===== src/rtl/uart_pkg.sv =====
// Shared types for the configurable UART: parity selection, RX/TX state
// encodings and the bit-period helper.
package uart_pkg;

    typedef enum logic [1:0] {
        PAR_NONE,
        PAR_EVEN,
        PAR_ODD
    } parity_t;

    typedef enum logic [2:0] {
        RX_IDLE,
        RX_START,
        RX_DATA,
        RX_PARITY,
        RX_STOP
    } rx_state_t;

    typedef enum logic [2:0] {
        TX_IDLE,
        TX_START,
        TX_DATA,
        TX_PARITY,
        TX_STOP
    } tx_state_t;

    function automatic int bit_cycles(input int clockrate, input int baudrate);
        return clockrate / baudrate;
    endfunction

endpackage


===== src/rtl/uart_fifo.sv =====
// Show-ahead FIFO: dout always presents the oldest entry while not empty.
// Push when full and pop when empty are ignored regardless of the other port.
module uart_fifo #(
    parameter int WIDTH = 8,
    parameter int DEPTH = 16
) (
    input  logic             CLK,
    input  logic             RST_N,
    input  logic             push,
    input  logic [WIDTH-1:0] din,
    input  logic             pop,
    output logic [WIDTH-1:0] dout,
    output logic             full,
    output logic             empty
);
    localparam int AW = $clog2(DEPTH);

    logic [WIDTH-1:0] mem [DEPTH];
    logic [AW-1:0]    wr_ptr_reg;
    logic [AW-1:0]    rd_ptr_reg;
    logic [AW:0]      count_reg;
    logic             push_ok;
    logic             pop_ok;

    assign full    = (count_reg == (AW+1)'(DEPTH));
    assign empty   = (count_reg == '0);
    assign push_ok = push && !full;
    assign pop_ok  = pop && !empty;
    assign dout    = mem[rd_ptr_reg];

    always_ff @(posedge CLK or negedge RST_N) begin
        if (!RST_N) begin
            wr_ptr_reg <= '0;
            rd_ptr_reg <= '0;
            count_reg  <= '0;
        end else begin
            if (push_ok) wr_ptr_reg <= wr_ptr_reg + AW'(1);
            if (pop_ok)  rd_ptr_reg <= rd_ptr_reg + AW'(1);
            case ({push_ok, pop_ok})
                2'b10:   count_reg <= count_reg + (AW+1)'(1);
                2'b01:   count_reg <= count_reg - (AW+1)'(1);
                default: count_reg <= count_reg;
            endcase
        end
    end

    // Storage carries no reset; emptiness is tracked by count_reg alone.
    always_ff @(posedge CLK) begin
        if (push_ok) mem[wr_ptr_reg] <= din;
    end

endmodule


===== src/rtl/uart_cfg.sv =====
// Configurable UART with TX/RX FIFOs, parity, 1-2 stop bits and sticky
// frame/parity/overrun error flags.
module uart_cfg
    import uart_pkg::*;
#(
    parameter int      CLOCKRATE  = 100000000,
    parameter int      BAUDRATE   = 9600,
    parameter int      DATA_BITS  = 8,
    parameter parity_t PARITY     = PAR_EVEN,
    parameter int      STOP_BITS  = 1,
    parameter int      FIFO_DEPTH = 16
) (
    input  logic       CLK,
    input  logic       RST_N,
    input  logic       send_flag,
    input  logic [7:0] send_data,
    input  logic       recv_flag,
    output logic [7:0] recv_data,
    output logic       sendable,
    output logic       receivable,
    input  logic       err_clr,
    output logic       frame_err,
    output logic       parity_err,
    output logic       overrun_err,
    output logic       Tx,
    input  logic       Rx
);
    localparam int            BIT_CYCLES = bit_cycles(CLOCKRATE, BAUDRATE);
    localparam int            CW         = $clog2(BIT_CYCLES);
    localparam logic [CW-1:0] CNT_LAST   = CW'(BIT_CYCLES - 1);
    localparam logic [CW-1:0] CNT_HALF   = CW'(BIT_CYCLES / 2);
    localparam logic [2:0]    BIT_LAST   = 3'(DATA_BITS - 1);
    localparam logic          STOP_LAST  = (STOP_BITS == 2);

    logic                 tx_full, tx_empty, tx_pop;
    logic [DATA_BITS-1:0] tx_head;
    logic                 rx_empty, rx_full;
    logic [DATA_BITS-1:0] rx_head;

    generate
        if (DATA_BITS < 8) begin : g_unused
            logic unused_send_hi;
            assign unused_send_hi = ^send_data[7:DATA_BITS];
        end
    endgenerate

    // ---------------- FIFOs ----------------
    tx_state_t            tx_state_reg, tx_state_next;
    logic                 tx_reg, tx_next, tx_load;
    logic [CW-1:0]        baud_cnt_reg;
    logic [DATA_BITS-1:0] tx_data_reg, tx_data_next;
    logic                 tx_par_reg, tx_par_next;
    logic [2:0]           tx_bit_reg, tx_bit_next;
    logic                 tx_stop_reg, tx_stop_next;

    rx_state_t            rx_state_reg, rx_state_next;
    logic                 rx_meta_reg, rx_sync_reg, rx_prev_reg;
    logic [CW-1:0]        rx_cnt_reg, rx_cnt_next;
    logic [2:0]           rx_bit_reg, rx_bit_next;
    logic [DATA_BITS-1:0] rx_data_reg, rx_data_next;
    logic                 rx_acc_reg, rx_acc_next;
    logic                 rx_bad_reg, rx_bad_next;
    logic                 rx_wr_reg, rx_wr_next;
    logic                 rx_sample, frame_ev, parity_ev, overrun_ev;

    uart_fifo #(.WIDTH(DATA_BITS), .DEPTH(FIFO_DEPTH)) u_tx_fifo (
        .CLK(CLK), .RST_N(RST_N),
        .push(send_flag), .din(send_data[DATA_BITS-1:0]),
        .pop(tx_pop), .dout(tx_head), .full(tx_full), .empty(tx_empty)
    );

    uart_fifo #(.WIDTH(DATA_BITS), .DEPTH(FIFO_DEPTH)) u_rx_fifo (
        .CLK(CLK), .RST_N(RST_N),
        .push(rx_wr_reg), .din(rx_data_reg),
        .pop(recv_flag), .dout(rx_head), .full(rx_full), .empty(rx_empty)
    );

    assign sendable   = !tx_full;
    assign receivable = !rx_empty;
    assign Tx         = tx_reg;

    always_comb begin
        recv_data = '0;
        if (!rx_empty) recv_data[DATA_BITS-1:0] = rx_head;
    end

    // ---------------- Transmitter ----------------
    always_ff @(posedge CLK or negedge RST_N) begin
        if (!RST_N) begin
            tx_state_reg <= TX_IDLE;
            tx_reg       <= 1'b1;
            baud_cnt_reg <= '0;
            tx_data_reg  <= '0;
            tx_par_reg   <= 1'b0;
            tx_bit_reg   <= '0;
            tx_stop_reg  <= 1'b0;
        end else begin
            baud_cnt_reg <= (baud_cnt_reg == CNT_LAST) ? '0 : baud_cnt_reg + CW'(1);
            tx_state_reg <= tx_state_next;
            tx_reg       <= tx_next;
            tx_data_reg  <= tx_data_next;
            tx_par_reg   <= tx_par_next;
            tx_bit_reg   <= tx_bit_next;
            tx_stop_reg  <= tx_stop_next;
        end
    end

    always_comb begin
        tx_state_next = tx_state_reg;
        tx_next       = tx_reg;
        tx_data_next  = tx_data_reg;
        tx_par_next   = tx_par_reg;
        tx_bit_next   = tx_bit_reg;
        tx_stop_next  = tx_stop_reg;
        tx_load       = 1'b0;
        if (baud_cnt_reg == '0) begin
            case (tx_state_reg)
                TX_IDLE: tx_load = !tx_empty;
                TX_START: begin
                    tx_next       = tx_data_reg[0];
                    tx_data_next  = tx_data_reg >> 1;
                    tx_bit_next   = '0;
                    tx_state_next = TX_DATA;
                end
                TX_DATA: begin
                    if (tx_bit_reg == BIT_LAST) begin
                        tx_next       = (PARITY == PAR_NONE) ? 1'b1 : tx_par_reg;
                        tx_stop_next  = 1'b0;
                        tx_state_next = (PARITY == PAR_NONE) ? TX_STOP : TX_PARITY;
                    end else begin
                        tx_next      = tx_data_reg[0];
                        tx_data_next = tx_data_reg >> 1;
                        tx_bit_next  = tx_bit_reg + 3'd1;
                    end
                end
                TX_PARITY: begin
                    tx_next       = 1'b1;
                    tx_stop_next  = 1'b0;
                    tx_state_next = TX_STOP;
                end
                TX_STOP: begin
                    // Chain straight into the next start bit so frames abut.
                    if (tx_stop_reg == STOP_LAST) begin
                        tx_load       = !tx_empty;
                        tx_state_next = TX_IDLE;
                    end else begin
                        tx_stop_next = 1'b1;
                    end
                end
                default: tx_state_next = TX_IDLE;
            endcase
        end
        if (tx_load) begin
            tx_next       = 1'b0;
            tx_data_next  = tx_head;
            tx_par_next   = (PARITY == PAR_ODD) ? ~^tx_head : ^tx_head;
            tx_state_next = TX_START;
        end
    end

    assign tx_pop = tx_load;

    // ---------------- Receiver ----------------
    always_ff @(posedge CLK or negedge RST_N) begin
        if (!RST_N) begin
            rx_meta_reg  <= 1'b1;
            rx_sync_reg  <= 1'b1;
            rx_prev_reg  <= 1'b1;
            rx_state_reg <= RX_IDLE;
            rx_cnt_reg   <= '0;
            rx_bit_reg   <= '0;
            rx_data_reg  <= '0;
            rx_acc_reg   <= 1'b0;
            rx_bad_reg   <= 1'b0;
            rx_wr_reg    <= 1'b0;
            frame_err    <= 1'b0;
            parity_err   <= 1'b0;
            overrun_err  <= 1'b0;
        end else begin
            rx_meta_reg  <= Rx;
            rx_sync_reg  <= rx_meta_reg;
            rx_prev_reg  <= rx_sync_reg;
            rx_state_reg <= rx_state_next;
            rx_cnt_reg   <= rx_cnt_next;
            rx_bit_reg   <= rx_bit_next;
            rx_data_reg  <= rx_data_next;
            rx_acc_reg   <= rx_acc_next;
            rx_bad_reg   <= rx_bad_next;
            rx_wr_reg    <= rx_wr_next;
            frame_err    <= frame_ev   | (frame_err   & ~err_clr);
            parity_err   <= parity_ev  | (parity_err  & ~err_clr);
            overrun_err  <= overrun_ev | (overrun_err & ~err_clr);
        end
    end

    always_comb begin
        rx_state_next = rx_state_reg;
        rx_cnt_next   = (rx_cnt_reg == CNT_LAST) ? '0 : rx_cnt_reg + CW'(1);
        rx_bit_next   = rx_bit_reg;
        rx_data_next  = rx_data_reg;
        rx_acc_next   = rx_acc_reg;
        rx_bad_next   = rx_bad_reg;
        rx_wr_next    = 1'b0;
        frame_ev      = 1'b0;
        parity_ev     = 1'b0;
        overrun_ev    = 1'b0;
        rx_sample     = (rx_cnt_reg == CNT_HALF);
        case (rx_state_reg)
            // A low stop bit leaves rx_prev low, so a new edge needs Rx high first.
            RX_IDLE: begin
                rx_cnt_next = '0;
                if (rx_prev_reg && !rx_sync_reg) begin
                    rx_state_next = RX_START;
                    rx_data_next  = '0;
                    rx_acc_next   = 1'b0;
                    rx_bad_next   = 1'b0;
                end
            end
            RX_START: begin
                rx_bit_next = '0;
                if (rx_sample) rx_state_next = rx_sync_reg ? RX_IDLE : RX_DATA;
            end
            RX_DATA: begin
                if (rx_sample) begin
                    rx_data_next[rx_bit_reg] = rx_sync_reg;
                    rx_acc_next              = rx_acc_reg ^ rx_sync_reg;
                    if (rx_bit_reg == BIT_LAST)
                        rx_state_next = (PARITY == PAR_NONE) ? RX_STOP : RX_PARITY;
                    else
                        rx_bit_next = rx_bit_reg + 3'd1;
                end
            end
            RX_PARITY: begin
                if (rx_sample) begin
                    rx_state_next = RX_STOP;
                    if ((rx_acc_reg ^ rx_sync_reg) != (PARITY == PAR_ODD)) begin
                        parity_ev   = 1'b1;
                        rx_bad_next = 1'b1;
                    end
                end
            end
            RX_STOP: begin
                if (rx_sample) begin
                    rx_state_next = RX_IDLE;
                    if (!rx_sync_reg)     frame_ev   = 1'b1;
                    else if (!rx_bad_reg) begin
                        if (rx_full)      overrun_ev = 1'b1;
                        else              rx_wr_next = 1'b1;
                    end
                end
            end
            default: rx_state_next = RX_IDLE;
        endcase
    end

endmodule

===== config.mk =====
export PLATFORM = sky130hd
export DESIGN_NAME = uart_cfg
export DESIGN_NICKNAME = d
export VERILOG_FILES = /design/src/rtl/uart_pkg.sv /design/src/rtl/uart_fifo.sv /design/src/rtl/uart_cfg.sv
export SDC_FILE = /design/constraint.sdc
export NUM_CORES = 1
export LEC_CHECK = 0
export CAP_MARGIN = 20
export CORE_MARGIN = 2
export CORE_UTILIZATION = 41
export CTS_CLUSTER_SIZE = 16
export DETAILED_ROUTE_END_ITERATION = 8
export PLACE_DENSITY = 0.57
export SLEW_MARGIN = 30
export SYNTH_ARGS = -nofsm -noshare
export SYNTH_HDL_FRONTEND = slang
export SYNTH_SLANG_ARGS = --single-unit
export TNS_END_PERCENT = 50

===== constraint.sdc =====
create_clock -name CLK -period 7.5 [get_ports CLK]
set_input_delay 0.75 -clock CLK [delete_from_list [all_inputs] [get_ports CLK]]
set_output_delay 0.75 -clock CLK [all_outputs]
set_load 0.01 [all_outputs]

=== Word-level counts from Yosys, hierarchy flattened ===
Memories as Yosys holds them, arrays and structs flattened.
Cells that the tools add are included.

* Bits in read-only memories: 0
* Input port bits: 14
* Logic and storage cells: 189
* Memories: 2
* RAM bits: 256
* Register bits: 94
* Output and inout bits: 14
* Latch bits: 0

* $add $sub $neg: 12
* Multiplexer cells: 70
* Shift operators: 0
* Multipliers: 0
* Magnitude comparators: 2
* Equal/unequal tests: 33
* Bitwise operators: 8
* Reductions and logical operators: 36
* Div/mod/pow operators: 0

{| class="wikitable"
|+ Memories
! name !! depth !! bits a word !! rd ports !! clocked after Yosys merged registers in !! wr ports !! RTL line !! text
|-
| u_rx_fifo.mem || 16 || 8 || 1 || 0 || 1 || uart_fifo.sv:18 || <nowiki>logic [WIDTH-1:0] mem [DEPTH];</nowiki>
|-
| u_tx_fifo.mem || 16 || 8 || 1 || 0 || 1 || uart_fifo.sv:18 ||
|}

{| class="wikitable"
|+ Operators by type and width
! kind !! count
|-
| 2-to-1 mux 8 bit || 6
|-
| 2-to-1 mux 14 bit || 3
|-
| 2-to-1 mux 3 bit || 13
|-
| 2-to-1 mux 1 bit || 32
|-
| one-hot mux 8 bit (2 select lines) || 2
|-
| one-hot mux 3 bit (5 select lines) || 2
|-
| adder 14 x 1 -> 14 bit (second input constant) || 2
|-
| equality test 14 bit (second input constant) || 2
|-
| != test 2 bit (second input constant) || 10
|-
| one-hot mux 5 bit (2 select lines) || 2
|-
| adder 4 x 1 -> 4 bit (second input constant) || 4
|-
| AND reduction 3 bit || 5
|-
| equality test 14 x 13 -> 1 bit (second input constant) || 1
|-
| logical NOT 14 bit || 1
|-
| nonzero test 2 bit || 7
|-
| equality test 3 x 2 -> 1 bit (second input constant) || 4
|-
| equality test 3 bit (second input constant) || 4
|-
| one-hot mux 3 bit (2 select lines) || 2
|-
| adder 5 x 1 -> 5 bit (second input constant) || 2
|-
| equality test 5 bit (second input constant) || 2
|-
| logical NOT 5 bit || 2
|-
| subtractor 5 x 1 -> 5 bit (second input constant) || 2
|-
| != test 3 x 2 -> 1 bit (second input constant) || 3
|-
| bitwise mux 8 bit || 1
|-
| other kinds (24) || 47
|}

=== Logic depth before layout (Yosys ltp) ===
Gate-level depths: netlist of run 1.

* Depth after elaboration: 8
* Depth in mapped cells: 16
* Gate-level depth less buffers: 15

=== Modules after synthesis ===
From an unflattened synthesis of run 1, not the netlist that was laid out.

* Cell total of the unflattened synthesis: 999
* Area total of the unflattened synthesis: 15024.4 sq um

{| class="wikitable"
|+ By module, submodules not included
! module !! cells each !! times used !! sequential area each (sq um) !! area an instance (sq um)
|-
| uart_fifo || 332 || 2 || 4169.0 || 5779.3
|-
| uart_cfg || 335 || 1 || 1681.6 || 3465.8
|}

=== Worst setup path before layout of run 1 ===
OpenSTA, ideal clock, no wires.

* Kind: register to register
* From: reg baud_cnt_reg[8]
* To: reg u_tx_fifo.count_reg[4]
* Cell stages (with the launch flop): 15
* Library setup time: 125 ps
* Setup slack: 4578 ps
* Clock period less this slack: 2922 ps
* Data required time: 7375 ps
* Path buffers: 1
* Arrival time: 2797 ps
* Cell sequence: dfrtp_1 > nor4_1 > nand4_1 > nand3b_1 > inv_1 > ha_1 > clkbuf_1 > xor2_1 > ha_1 > o21ai_0 > a21oi_1 > a21oi_1 > xor2_1 > nor2_1 > xor2_1

* Longest elaborated chain between the ends: 5
* Elaborated cells between the ends (all ways): 7
* Those cells by class: 2 x eq/ne; 2 x mux; 3 x reduce/logical

{| class="wikitable"
|+ RTL lines
! element !! RTL line !! text
|-
| from (decl) || uart_cfg.sv:50 || <nowiki>logic [CW-1:0] baud_cnt_reg;</nowiki>
|-
| from (signal assigned) || uart_cfg.sv:98 || <nowiki>baud_cnt_reg <= (baud_cnt_reg == CNT_LAST) ? '0 : baud_cnt_reg + CW'(1);</nowiki>
|-
| logical NOT 14 bit (*) || uart_cfg.sv:116 || <nowiki>if (baud_cnt_reg == '0) begin</nowiki>
|-
| 2-to-1 mux 1 bit (*) || uart_cfg.sv:116 ||
|-
| logical AND 1 bit (*) || uart_fifo.sv:28 || <nowiki>assign pop_ok = pop && !empty;</nowiki>
|-
| via u_tx_fifo.pop_ok || uart_fifo.sv:23 || <nowiki>logic pop_ok;</nowiki>
|-
| equality test 2 x 1 -> 1 bit / equality test 2 bit (equally long branches) || uart_fifo.sv:39 || <nowiki>case ({push_ok, pop_ok})</nowiki>
|-
| one-hot mux 5 bit (2 select lines) / nonzero test 2 bit (equally long branches) || -- ||
|-
| to (signal assigned) || uart_fifo.sv:40 || <nowiki>2'b10: count_reg <= count_reg + (AW+1)'(1);</nowiki>
|-
| to (signal assigned) || uart_fifo.sv:41 || <nowiki>2'b01: count_reg <= count_reg - (AW+1)'(1);</nowiki>
|-
| to (signal assigned) || uart_fifo.sv:42 || <nowiki>default: count_reg <= count_reg;</nowiki>
|-
| to (decl) || uart_fifo.sv:21 || <nowiki>logic [AW:0] count_reg;</nowiki>
|}

Mark *: on every way through the listed nets, which the timed path passes. The rest lies on a longest branch.
A chain may end at the register's enable or synchronous reset.

=== Worst setup path after layout of run 1 ===
* From: reg u_rx_fifo.rd_ptr_reg[0]
* To: out recv_data[0]

* Longest elaborated chain between the ends: 2

{| class="wikitable"
|+ RTL lines
! element !! RTL line !! text
|-
| from (decl) || uart_fifo.sv:20 || <nowiki>logic [AW-1:0] rd_ptr_reg;</nowiki>
|-
| from (signal assigned) || uart_fifo.sv:38 || <nowiki>if (pop_ok) rd_ptr_reg <= rd_ptr_reg + AW'(1);</nowiki>
|-
| memory (16 x 8 bit) || -- ||
|-
| 2-to-1 mux 8 bit || uart_cfg.sv:84 || <nowiki>if (!rx_empty) recv_data[DATA_BITS-1:0] = rx_head;</nowiki>
|-
| to (decl) || uart_cfg.sv:18 || <nowiki>output logic [7:0] recv_data,</nowiki>
|}

Every way passes these cells.

==> results of run 1 <==
-- power by group through the flow --
stage / clock network, W / logic (W) / registers [W]
floorplan: 0 / 0.000529 / 0.00231
global placement: 0 / 0.000628 / 0.00241
detailed placement: 0 / 0.000635 / 0.00241
CTS: 0.00200 / 0.000635 / 0.00237
global route: 0.00208 / 0.000702 / 0.00239
finish: 0.00195 / 0.000618 / 0.00237
-- per-stage QoR --
stage | instance area [um2] | util [%]
after floorplan | 14620 | -
after global placement | 15350 | 43.46
after detailed placement | 15350 | 43.48
after CTS | 16680 | 47.23
after global routing | 16690 | 47.26
final | 16690 | 47.26
-- cell type report --
cell class              instances  share of cell area (%)
repair buffers                 35                   1.964
clock buffers                  52                   6.516
clock inverters                17                   1.417
inverters                      28                  0.6298
multi-input cells             490                   25.95
well taps                     461                   3.457
flip-flops and latches        349                   60.07
-- worst min path at each step --
stage | startpoint | endpoint | slack, ps | cells past startpoint
2_1_floorplan | rx_meta_reg$_DFF_PN1_ | rx_sync_reg$_DFF_PN1_ | 350 | 0
3_3_place_gp | rx_meta_reg$_DFF_PN1_ | rx_sync_reg$_DFF_PN1_ | 350 | 0
3_5_place_dp | rx_meta_reg$_DFF_PN1_ | rx_sync_reg$_DFF_PN1_ | 350 | 0
4_1_cts | RST_N | baud_cnt_reg[4]$_DFF_PN0_ | 170 | 1
5_1_grt | RST_N | baud_cnt_reg[7]$_DFF_PN0_ | 190 | 1
6_report | RST_N | baud_cnt_reg[7]$_DFF_PN0_ | 160 | 1
-- cell families (layout without fill, tap and decap cells) --
group,after synthesis,in the layout
simple gates,226,226
fa+ha+maj,27,27
mux,83,83
compound gates,99,99
xor+xnor,55,55
flops,349,349
buf+inv,69,132
-- cell usage after synthesis, types with 2 or more instances --
cell type,count
clkbuf_1,23
nand4_1,11
nor3_1,16
o22ai_1,3
nand2b_1,6
a21oi_1,20
nor3b_1,2
o31ai_1,3
or2_2,2
buf_6,3
or4b_1,2
mux2_2,3
o2bb2ai_1,2
nor4_1,5
a31oi_1,6
mux4_1,10
buf_1,4
and2_1,5
a22oi_1,16
xor2_1,23
buf_2,6
a22o_1,2
xnor2_1,32
o21ai_0,34
or3_1,4
nor2_1,71
mux2i_1,8
nand3_1,17
edfxtp_1,256
dfrtp_1,89
and3_1,3
nand2_1,62
a21o_1,5
buf_4,2
ha_1,26
dfstp_2,4
clkbuf_2,2
mux4_2,62
inv_1,28
nor2b_1,14
-- routing by layer --
layer  routed length (um)  share of wire, %  GRT usage, %
met2                13260                49         25.41
met5                    0                 0             0
met3                  979               3.6         2.237
met1                12060                45         20.90
met4                  542               2.0         4.316
-- critical path, stage by stage (launching register included) --
cell and delay [ps]:
dfrtp_2 670, buf_4 480, mux4_2 570, mux4_2 500, nor2b_1 160, clkdlybuf4s50_1 520
==> key figures, run 1 <==
Synth
  • Area fraction in compound gates after synthesis: 4.237%
  • Syn Area/Cell: 16.10 um2
  • Post-synthesis mux area share: 12.13%
  • Post-Synth Simple-Gate Area: 7.344%
  • Area leader, netlist: edfxtp_1
  • Async SR Flop Fraction: 26.65%
  • Sequential-to-total area share from yosys stat: 68.54%
  • Xor and xnor fraction of the mapped netlist area: 3.295%
  • Synth Register Bits: 349
  • Ys Warns: 0
  • Post-synthesis adder-cell area fraction: 2.362%
  • Syn Inst Count: 908
  • Number of synthesized flops with an enable pin: 256
  • Syn Nets: 949
  • Synth top area cells: edfxtp_1 53%, dfrtp_1 15%, mux4_2 9.6%
  • Yosys top cell area share: 52.59%
  • Distinct cell type count after synthesis: 56
  • Largest family of logic cells by synthesized area: multiplexers
  • Synthesized cell area: 14620 um2
  • Ys flop type: edfxtp_1

Clock tree
  • Reg clk slew, reported paths: 60 ps
  • Root Buffer: clkbuf_16
  • Skew-Pair Late Insertion Delay: 520 ps
  • Clock Sinks: 349
  • CTS H-tree lvls: 2
  • CTS max path bufs: 3
  • CTS tree: done
  • TritonCTS buffer count: 40
  • CTS Hold Bufs: 0
  • Post-CTS Setup Bufs: 0
  • Post-CTS Resized: 0

Critical path
  • Crit path to: recv_data[0]
  • Crit path arrival time: 3420 ps
  • WS Path Type: flop to output port
  • CP required: 6750 ps
  • Max FO, Critical Path: 22
  • R2r endpoint: u_tx_fifo.count_reg[4]$_DFFE_PN0P_
  • Critical path launch point: u_rx_fifo.rd_ptr_reg[0]$_DFFE_PN0P_
  • Worst R2R Start: baud_cnt_reg[8]$_DFF_PN0_
  • Setup crit start kind: flop
  • Reg2Reg Depth: 13
  • Crit. End Element: output port
  • Worst R2R Setup Slack: 3640 ps

STA
  • Fin. max-slew vios: 0
  • RSZ-0062 raised after global routing: false
  • Slew margin rel.: 37.96%
  • Hold slack: 161.2 ps
  • Fin crit share: 55.57%
  • Actual transition at the worst max-transition pin: 927.2 ps
  • Fmax achieved: 0.2399 GHz
  • Final Setup Violations: 0
  • Setup TNS: 0 ps
  • Final worst setup slack: 3332 ps
  • Hold Fails Final Rpt: 0
  • Clock period minus worst slack: 4168 ps
  • Setup Skew: 9.001 ps

Pwr
  • Clk pwr share: 39.6%
  • Combinational share of power: 12.5%
  • Sw Pwr: 0.001210 W
  • Power Dens Cells: 295.8 nW/um2
  • Maximum VDD drop: 0.1994 mV
  • Tot Pwr: 0.004937 W
  • Cell internal pwr: 0.003727 W
  • Lkg Pwr: 5.524 nW
  • Flop pwr share: 47.9%
  • Switching fraction of total power: 24.51%

Floorplan
  • Initial Utilization: 41.40%
  • FP Rows: 69
  • I/O pin count: 28
  • Die Ht: 192.8 um
  • Die W: 192.8 um
  • Core area: 35310 um2
  • Die area: 37180 um2

GRT
  • Largest net degree at the start of global routing: 65
  • Via count of the first global-routing pass: 7756
  • Global-route wire length before repair: 43220 um
  • Initial antenna violation count: 0
  • Remaining Overflow, GRT: 0
  • Total GRT Usage: 15.24%

Route
  • Initial DRC Count: 439
  • Post-route antenna net violation count: 0
  • DR pass1 iterations: 4
  • Via-to-Cell Ratio: 5.216
  • DRC: 0
  • WL/cell: 18.75 um
  • Via count: 7469
  • Final wirelength: 26840 um

Finish
  • Commonest non-fill, non-tap cell in the layout: edfxtp_1
  • Syn-to-layout area delta: 14.16%
  • Multi-input gate area: 4330 um2
  • # nets final: 985
  • Post-Layout Cell Count: 1432
  • Most frequent cells in the layout: 256 x edfxtp_1, 86 x dfrtp_1, 69 x nor2_1, 62 x nand2_1, 62 x mux4_2
  • Antenna cells: 0
  • Sequential cell area: 10020 um2
  • Fill cells: 3025
  • Biggest regs: u_rx_fifo.mem (128), u_tx_fifo.mem (128)
  • Layout cell share with drive strength beyond 1: 15.65%

Place
  • Cells after DPL: 1363
  • Post-place setup slack: 3590 ps
  • Dpl hpwl: 17080 um
  • I/O Buffers: 27
  • Routability Congestion: 0.7191

Worst hold path
  • HP Class: primary input to async pin

Flow run
  • Max-Cap Viols: 0

Run status
  • Status: finished clean
Power figures use the tool's default switching activity.
==> run 2, diff against run 1 <==
PLACE_DENSITY = 0.59   (was 0.57)
clock period = 3.47 ns   (was 7.5 ns; I/O delays follow)
==> key figures, run 2 (synthesized netlist as in run 1, its figures left out) <==
Clock tree
  • Root Buffer: clkbuf_16 (unchanged)
  • Reg clk slew, reported paths: 60 ps (about the same)
  • Skew-Pair Late Insertion Delay: 510 ps (was 520 ps)
  • CTS H-tree lvls: 2 (unchanged)
  • Post-CTS Setup Bufs: 0 (unchanged)
  • CTS tree: done (unchanged)
  • TritonCTS buffer count: 37 (was 40)
  • CTS max path bufs: 3 (unchanged)
  • Clock Sinks: 349 (unchanged)

Critical path
  • Crit path arrival time: 2870 ps (was 3420 ps)
  • Crit. End Element: output port (unchanged)
  • CP required: 3120 ps (was 6750 ps)
  • Setup crit start kind: flop (unchanged)
  • WS Path Type: flop to output port (unchanged)
  • Worst R2R Setup Slack: 460 ps (was 3640 ps)
  • Max FO, Critical Path: 35 (was 22)

Route
  • Via count: 7487 (was 7469)
  • DRC: 0 (unchanged)
  • DR pass1 iterations: 5 (was 4)
  • WL/cell: 19.07 um (was 18.75 um)
  • Post-route antenna net violation count: 0 (unchanged)
  • Via-to-Cell Ratio: 5.185 (was 5.216)
  • Initial DRC Count: 472 (was 439)
  • Final wirelength: 27530 um (was 26840 um)

Floorplan
  • Die Ht: 192.8 um (unchanged)
  • Initial Utilization: 41.40% (unchanged)
  • Die W: 192.8 um (unchanged)
  • Die area: 37180 um2 (unchanged)
  • FP Rows: 69 (unchanged)
  • I/O pin count: 28 (unchanged)
  • Core area: 35310 um2 (unchanged)

GRT
  • Remaining Overflow, GRT: 0 (unchanged)
  • Total GRT Usage: 15.47% (was 15.24%)
  • Global-route wire length before repair: 43970 um (was 43220 um)
  • Largest net degree at the start of global routing: 63 (was 65)
  • Initial antenna violation count: 0 (unchanged)
  • Via count of the first global-routing pass: 7608 (was 7756)

STA
  • Hold slack: 245.2 ps (was 161.2 ps)
  • Actual transition at the worst max-transition pin: 885.9 ps (was 927.2 ps)
  • Fin crit share: 92.73%
  • Fmax achieved: 0.3108 GHz
  • Clock period minus worst slack: 3218 ps
  • RSZ-0062 raised after global routing: false (unchanged)
  • Final Setup Violations: 0 (unchanged)
  • Hold Fails Final Rpt: 0 (unchanged)
  • Final worst setup slack: 252.3 ps (was 3332 ps)
  • Setup TNS: 0 ps (unchanged)
  • Fin. max-slew vios: 0 (unchanged)
  • Setup Skew: 22.81 ps (was 9.001 ps)
  • Slew margin rel.: 40.72% (was 37.96%)

Finish
  • Layout cell share with drive strength beyond 1: 15.36% (was 15.65%)
  • Antenna cells: 0 (unchanged)
  • Most frequent cells in the layout: 256 x edfxtp_1, 87 x dfrtp_1, 71 x nor2_1, 62 x nand2_1, 62 x mux4_2 (was 256 x edfxtp_1, 86 x dfrtp_1, 69 x nor2_1, 62 x nand2_1, 62 x mux4_2)
  • Syn-to-layout area delta: 13.48% (was 14.16%)
  • Final core utilization: 46.98% (was 47.26%)
  • Fill cells: 3015 (was 3025)
  • # nets final: 996 (was 985)
  • Biggest regs: u_rx_fifo.mem (128), u_tx_fifo.mem (128) (unchanged)
  • Post-Layout Cell Count: 1444 (was 1432)
  • Commonest non-fill, non-tap cell in the layout: edfxtp_1 (unchanged)

Flow run
  • Max-Cap Viols: 0 (unchanged)

Worst hold path
  • HP Class: primary input to flop (was primary input to async pin)

Place
  • Routability Congestion: 0.7504 (was 0.7191)
  • Post-place setup slack: 450.3 ps (was 3590 ps)
  • Cells after DPL: 1376 (was 1363)
  • Dpl hpwl: 17280 um (was 17080 um)
  • I/O Buffers: 27 (unchanged)

Run status
  • Status: finished clean (unchanged)

Pwr
  • Maximum VDD drop: 0.4152 mV (was 0.1994 mV)
  • Lkg Pwr: 5.508 nW (was 5.524 nW)
  • Power Dens Cells: 612.2 nW/um2 (was 295.8 nW/um2)
[run 2: metrics by stage]
step | instance area [um2] | total power (W)
2_1_floorplan | 14620 | 0.006144
3_3_place_gp | 15460 | 0.006608
3_5_place_dp | 15460 | 0.006637
4_1_cts | 16590 | 0.01031
5_1_grt | 16590 | 0.01064
6_report | 16590 | 0.01016
[run 2: final cells by class]
type	count	area (um2)	area share, %
multi-input cells	490	4293	25.88
clock inverters	8	42.54	0.2564
inverters	28	105.1	0.6336
flip-flops and latches	349	10020	60.42
well taps	461	576.8	3.477
clock buffers	59	1076	6.487
repair buffers	49	473.0	2.851
[run 2: worst paths after layout]
| kind | from | to | cells after the start |
|---|---|---|---|
| hold / removal | Rx | rx_meta_reg$_DFF_PN1_ | 1 |
| hold reg to reg | rx_meta_reg$_DFF_PN1_ | rx_sync_reg$_DFF_PN1_ | 0 |
| min in group asynchronous | RST_N | u_tx_fifo.count_reg[4]$_DFFE_PN0P_ | 2 |
| max in group asynchronous | RST_N | rx_sync_reg$_DFF_PN1_ | 3 |
| setup / recovery | u_rx_fifo.rd_ptr_reg[0]$_DFFE_PN0P_ | recv_data[3] | 5 |
| setup reg to reg | baud_cnt_reg[9]$_DFF_PN0_ | u_tx_fifo.count_reg[4]$_DFFE_PN0P_ | 13 |
[run 2: where the power goes]
group	switching, W	internal [W]	total (W)	leakage, nW
Combinational	0.000765	0.000658	0.00142	1.74
Clock	0.00152	0.00213	0.00365	0.548
Sequential	0.000301	0.00479	0.00509	3.22
Total	0.00259	0.00757	0.0102	5.51
[run 2: what timing repair did]
| action | in CTS | in global routing |
|---|---|---|
| hold buffers | 1 | 0 |
| resized for setup | 0 | 0 |
| hold endpoints to repair | 59 | 0 |
[run 2: worst max-delay path: stages (launching register included)]
cell and delay (ps):
dfrtp_2 370, buf_12 280, mux4_2 590, mux4_2 480, nor2b_1 150, clkdlybuf4s50_1 470
[run 2: per-layer routing]
metal	part of all wire [%]	GRT usage [%]
met1	47	22.29
met2	48	24.77
met3	3.9	2.455
met4	1.6	3.611
met5	0	0
==> run 3, diff against run 2 <==
HOLD_SLACK_MARGIN = 0.05   (was not set)
==> results of run 3 <==
Same layout as run 2: the final DEF is identical, and so are final timing and power.
